===== src/rtl/p405s_mul_pass_seq.sv =====
// Pass sequencer for the 405 execute-stage 32x16 multiplier array (one or two 16-bit passes over B).
// Optional early-out on a redundant B high half is enabled by defining P405S_MUL_EARLY_OUT_EN.
module p405s_mul_pass_seq #(
  parameter int unsigned PASS_CYC = 2
) (
  input  logic       CB,
  input  logic       rstN,
  input  logic       mulStart,
  input  logic [1:0] mulOp,
  input  logic       mulSigned,
  input  logic       bBytes01Eq0,
  input  logic       bBytes01Eq1,
  input  logic       bBit16,
  input  logic       exeFlush,
  input  logic       wbHold,
  output logic       mulBusy,
  output logic       mulPassSel,
  output logic       mulAccClr,
  output logic       mulAccEn,
  output logic       mulShift16,
  output logic       mulHiSigned,
  output logic       mulDone,
  output logic       mulEarlyOut
);

  typedef enum logic [1:0] {IDLE, PASS0, PASS1, FIN} state_t;

  localparam logic [1:0] LAST = 2'(PASS_CYC - 1);

  state_t     state, state_d;
  logic [1:0] cnt, cnt_d;
  logic       early_q, early_d;
  logic       sgn_q, sgn_d;
  logic       early_in;
  logic       last;

`ifdef P405S_MUL_EARLY_OUT_EN
  // High-word results always need the full second pass, so early-out only applies to mullw.
  always_comb begin
    if (mulOp == 2'b01 || mulOp == 2'b10)
      early_in = 1'b0;
    else if (mulSigned)
      early_in = (bBytes01Eq0 & ~bBit16) | (bBytes01Eq1 & bBit16);
    else
      early_in = bBytes01Eq0;
  end
`else
  logic unused_early_in;
  assign unused_early_in = bBytes01Eq0 ^ bBytes01Eq1 ^ bBit16;
  assign early_in = 1'b0;
`endif

  assign last = (cnt == LAST);

  always_ff @(posedge CB or negedge rstN) begin
    if (!rstN) begin
      state   <= IDLE;
      cnt     <= '0;
      early_q <= 1'b0;
      sgn_q   <= 1'b0;
    end else begin
      state   <= state_d;
      cnt     <= cnt_d;
      early_q <= early_d;
      sgn_q   <= sgn_d;
    end
  end

  always_comb begin
    state_d     = state;
    cnt_d       = cnt;
    early_d     = early_q;
    sgn_d       = sgn_q;
    mulBusy     = 1'b0;
    mulPassSel  = 1'b0;
    mulAccClr   = 1'b0;
    mulAccEn    = 1'b0;
    mulShift16  = 1'b0;
    mulHiSigned = 1'b0;
    mulDone     = 1'b0;
    mulEarlyOut = 1'b0;
    case (state)
      IDLE: begin
        if (mulStart && !exeFlush) begin
          state_d = PASS0;
          cnt_d   = '0;
          early_d = early_in;
          sgn_d   = mulSigned;
        end
      end
      PASS0: begin
        mulBusy     = 1'b1;
        mulEarlyOut = early_q;
        mulAccClr   = (cnt == '0);
        mulAccEn    = last & ~exeFlush;
        if (last) begin
          cnt_d   = '0;
          state_d = early_q ? FIN : PASS1;
        end else begin
          cnt_d = cnt + 2'd1;
        end
      end
      PASS1: begin
        mulBusy     = 1'b1;
        mulEarlyOut = early_q;
        mulPassSel  = 1'b1;
        mulShift16  = 1'b1;
        mulHiSigned = sgn_q;
        mulAccEn    = last & ~exeFlush;
        if (last) begin
          cnt_d   = '0;
          state_d = FIN;
        end else begin
          cnt_d = cnt + 2'd1;
        end
      end
      FIN: begin
        mulBusy     = 1'b1;
        mulEarlyOut = early_q;
        mulDone     = ~exeFlush;
        if (!wbHold) begin
          state_d = IDLE;
          early_d = 1'b0;
          sgn_d   = 1'b0;
        end
      end
      default: state_d = IDLE;
    endcase
    // A kill overrides every transition above, including a held FIN.
    if (exeFlush && state != IDLE) begin
      state_d = IDLE;
      cnt_d   = '0;
      early_d = 1'b0;
      sgn_d   = 1'b0;
    end
  end

endmodule


===== config.mk =====
export PLATFORM = sky130hd
export DESIGN_NAME = p405s_mul_pass_seq
export DESIGN_NICKNAME = d
export VERILOG_FILES = /design/src/rtl/p405s_mul_pass_seq.sv
export SDC_FILE = /design/constraint.sdc
export NUM_CORES = 1
export LEC_CHECK = 0
export BUFFER_PORTS_ARGS = -buffer_cell sky130_fd_sc_hd__clkbuf_2
export CAP_MARGIN = 40
export CORE_ASPECT_RATIO = 0.9
export CORE_MARGIN = 8
export CORE_UTILIZATION = 30
export DETAILED_ROUTE_END_ITERATION = 8
export PLACE_DENSITY_LB_ADDON = 0.12
export SYNTH_ARGS = -nofsm -noshare
export SYNTH_HDL_FRONTEND = slang
export SYNTH_SLANG_ARGS = --single-unit

===== constraint.sdc =====
create_clock -name CB -period 2 [get_ports CB]
set_clock_uncertainty 0.2 [all_clocks]
set_input_delay 0.1 -clock CB [delete_from_list [all_inputs] [get_ports CB]]
set_output_delay 0.1 -clock CB [all_outputs]
set_load 0.05 [all_outputs]

After elaboration in Yosys (flattened, before gate mapping)
Index checks and enable logic that the tools add are counted.

Add/subtract/negate cells: 1. Equality and inequality tests: 8. Muxes and demuxes: 25. Bitwise gates (word level): 2. Reductions and logical operators: 13.

Operators with widths (count): $mux 2 (8); $mux 1 (13); $ne 3x3->1 const B (4); $pmux 2 s4 (1); $reduce_bool 3->1 (2); $eq 2x1->1 const B (2); $eq 2x2->1 const B (2); $logic_not 2->1 (2); $pmux 1 s2 (2); $pmux 2 s2 (1); $reduce_and 4->1 (1); $reduce_and 3->1 (1); $reduce_or 3->1 (1); $add 2x1->2 const B (1); $logic_and 1x1->1 (2); $reduce_and 2->1 (1); $reduce_bool 2->1 (1); $reduce_or 2->1 (1); $and 1x1->1 (1); $logic_not 1->1 (1); $not 1->1 (1).

Register bits: 6. Bits of input ports: 11. Output and inout port bits: 8. Word-level logic and storage cells: 53.

Depth between registers and ports, before layout
Depth after elaboration: 5. Depth in mapped cells: 7. Mapped depth without buffers: 6.

Least setup slack after synthesis
Ideal clock, no wire load.

Kind: reg-to-output. Start: register state[0]. End: output port mulAccEn. Data arrival time: 1.909 ns. Required time: 1.700 ns. Slack: -0.209 ns. Stages on the path, launching flop included: 5. Buffers on the path: 0. Cells stage by stage: dfrtp_1 -> inv_1 -> ha_1 -> nand2_1 -> nor3_1.

Cells in the longest elaborated chain, start to end: 3. Elaborated cells between the ends (all ways): 4. Those cells by class: eq/ne: 2; mux: 1; reduce/logical: 1.

Ends and longest elaborated chain: start: declaration (line 30) `state_t state, state_d;`; start signal: assignment (line 62) `state <= state_d;`; $eq 2x2->1 or $eq 2x1->1 (tied branches) (line 82) `case (state)`; $reduce_or 2->1 (no source line) (*); $mux 1 (*); end: declaration (line 19) `output logic mulAccEn,`.

Mark *: on every way between the ends. The rest lies on a longest branch, timed or not.

Worst setup path after layout
Start: register state[1]. End: output port mulAccEn.

Same word-level chain as after synthesis.

==> flow_metrics.py <==
metrics = {
    "worst_setup_path": {
        "cp-end-kind": "output pin",
        "r2r-end": "state[0]$_DFFE_PN0P_",
        "rr_worst_depth": 6,
        "r2r_start": "state[1]$_DFFE_PN0P_",
        "cp-start-kind": "flip-flop",
        "required_ps": 1700,
        "path_class": "flip-flop to output pin",
        "crit_fanout": 5,
        "reg2reg_slack_ps": 220,
        "crit_arrival_ps": 1550,
    },
    "floorplanning": {
        "num_io_pins": 19,
        "dieArea_um2": 3250,
        "fp-row-count": 14,
        "start_util_pct": 31.0,
        "core_area_um2": 1630,
        "die_h_um": 54.9,
        "die_w_um": 59.2,
    },
    "clock_tree": {
        "cts_tree": "yes",
        "cts_buffers": 3,
        "insertion_delay_ps": 250,
        "path_clk_slew_ps": 40,
        "cts_setup_buffers": 0,
        "clock-sinks": 5,
        "root_buffer": "clkbuf_4",
        "cts.htree.levels": 1,
        "clk_path_buf_depth": 2,
    },
    "drt": {
        "via_per_inst": 4.65,
        "final_antenna_net_count": 0,
        "route.detailed.drc": 0,
        "wl_per_cell_um": 11.8,
        "vias": 456,
        "drt-initial-drc-count": 11,
        "drt_wl_total_mm": 1.16,
        "drt_pre_antenna_iters": 4,
    },
    "sta": {
        "final_max_slew_viol_count": 0,
        "fin_crit_sh_pct": 92.3,
        "rsz0062_at_grt": "no",
        "setup_violations": 0,
        "hold_viol": 0,
        "max_freq_ghz": 0.542,
        "tns_ps": 0,
        "min_period_ps": 1850,
    },
    "outcome": {
        "outcome": "finished clean",
    },
    "synth": {
        "yosysWarnings": 0,
        "ys_ff_latch": 5,
        "synth_top_area_share_pct": 24.8,
        "avgSynthCellArea_um2": 8.85,
        "yosys-top-cells-count": "5 x dfrtp_1, 5 x ha_1, 5 x inv_1, 5 x o22ai_1, 4 x a21oi_1",
        "yosysUniqueCellTypes": 29,
        "synthFlopType": "dfrtp_1",
        "synth-edff-count": 0,
        "synth_area_leader_cell": "dfrtp_1",
        "synthTopCellsByArea": "dfrtp_1 25%, ha_1 12%, o22ai_1 6.2%",
        "ys_seq_area_share_pct": 24.8,
        "synth_area_um2": 504,
        "async_reset_ff_share_pct": 100,
        "synth_fp_nets": 73,
        "synthCells": 57,
    },
    "placement": {
        "portBuffers": 12,
        "placed_cells": 91,
        "hpwl_um": 914,
        "gp_congestion": 0.679,
    },
    "grt": {
        "grt_pass1_wl_mm": 1.98,
        "antenna_found_initial": 0,
        "first_global_vias": 438,
        "grt.total_usage_pct": 8.60,
        "grt_max_degree": 14,
        "grt_overflow": 0,
    },
    "power": {
        "irDropWorstVdd_v": 0.000813,
        "power.density_nw_per_um2": 1810,
        "leakagePower_nw": 0.308,
        "total_power_mw": 1.17,
    },
    "final_layout": {
        "final_net_count": 91,
        "post-route-util_pct": 39.9,
        "fin_cells": 98,
        "syn_to_final_growth_pct": 28.8,
        "antenna_cells": 0,
        "drive_gt1_share_pct": 37.8,
    },
    "hold_path": {
        "hold_depth": 3,
        "hold_end": "cnt[0]$_DFFE_PN0P_",
        "hp-class": "primary input to flip-flop",
        "hp-start": "exeFlush",
    },
    "run": {
        "maxCapViolations": 0,
    },
}
[sequential cells by signal, summed over array words and instances (netlist names)]
signal,flops
state,2
cnt,2
sgn_q,1
[final cells by class]
| type | count | area [um^2] |
|---|---|---|
| Sequential cell | 5 | 125 |
| Clock buffer | 4 | 26.3 |
| Inverter | 6 | 22.5 |
| Tap cell | 24 | 30.0 |
| Multi-Input combinational cell | 41 | 330 |
| Timing Repair Buffer | 18 | 115 |
| Fill cell | 176 | 980 |
[logic make-up (layout without fill, tap and decap cells)]
logic type / after synthesis / after routing / share of synthesized area [%]
other: 1 / 1 / 0.744
and+or+nand+nor: 17 / 17 / 21.6
buffers and inverters: 11 / 28 / 11.7
AOI/OAI and AO/OA: 16 / 16 / 25.1
muxes: 1 / 1 / 1.99
xor gates and xnor gates: 1 / 1 / 1.74
DFF: 5 / 5 / 24.8
adders and majority gates: 5 / 5 / 12.4
[worst max-delay path, cell delays in order (launching register included)]
cell and delay [ps]:
dfrtp_1 360, inv_1 100, ha_1 370, nand2_1 100
nor3_2 110, clkbuf_4 250
[power by group]
part,total (mW),switching [mW],internal (mW)
combinational,0.876,0.517,0.359
clock,0.121,0.0458,0.0757
sequential,0.177,0.0348,0.142
[through the flow]
stage / cell area [um^2] / setup slack [ps] / hold slack (ps)
finish: 649 / 154 / 76.6
global route: 649 / 16.8 / 126
CTS: 647 / 80.4 / 73.2
detailed placement: 591 / 224 / -274
global placement: 591 / 207 / -276
floorplan: 514 / 87.1 / -396
[worst max path at each step]
| stage | slack [ps] | start | end | cells after the start |
|---|---|---|---|---|
| after floorplan | 90 | state[0]$_DFFE_PN0P_ | state[0]$_DFFE_PN0P_ | 5 |
| after global placement | 210 | state[1]$_DFFE_PN0P_ | state[0]$_DFFE_PN0P_ | 6 |
| after detailed placement | 220 | state[1]$_DFFE_PN0P_ | state[0]$_DFFE_PN0P_ | 6 |
| after CTS | 80 | state[1]$_DFFE_PN0P_ | mulAccEn | 5 |
| after global routing | 20 | state[1]$_DFFE_PN0P_ | mulAccEn | 5 |
| final | 150 | state[1]$_DFFE_PN0P_ | mulAccEn | 5 |
[timing repair]
action / CTS / global route
endpoints found under the hold margin: 6 / 0
hold buffers: 3 / 0
endpoints found under the setup margin: 0 / 1
resized for setup: 0 / 2
[layer usage]
layer / track usage, % / vias up / share of wire (%)
met5: 0 / - / 0
met4: 7.14 / 0 / 3.5
met3: 3.70 / 4 / 7.0
met2: 12.2 / 10 / 43
met1: 9.97 / 207 / 46
li1: - / 235 / -
[cell usage in the layout, fill, tap and decap left out, types with 2 or more instances in the layout]
cell and count:
ha_1 5, buf_4 3, nor2b_2 2, nand2_1 3
clkbuf_2 11, dlygate4sd3_1 3, clkbuf_4 4, nor2b_1 2
dfrtp_1 5, o22ai_1 5, inv_1 5, and2_1 2
a21oi_1 4, nand3b_1 2
No activity file was read; power rests on OpenSTA's default activity.
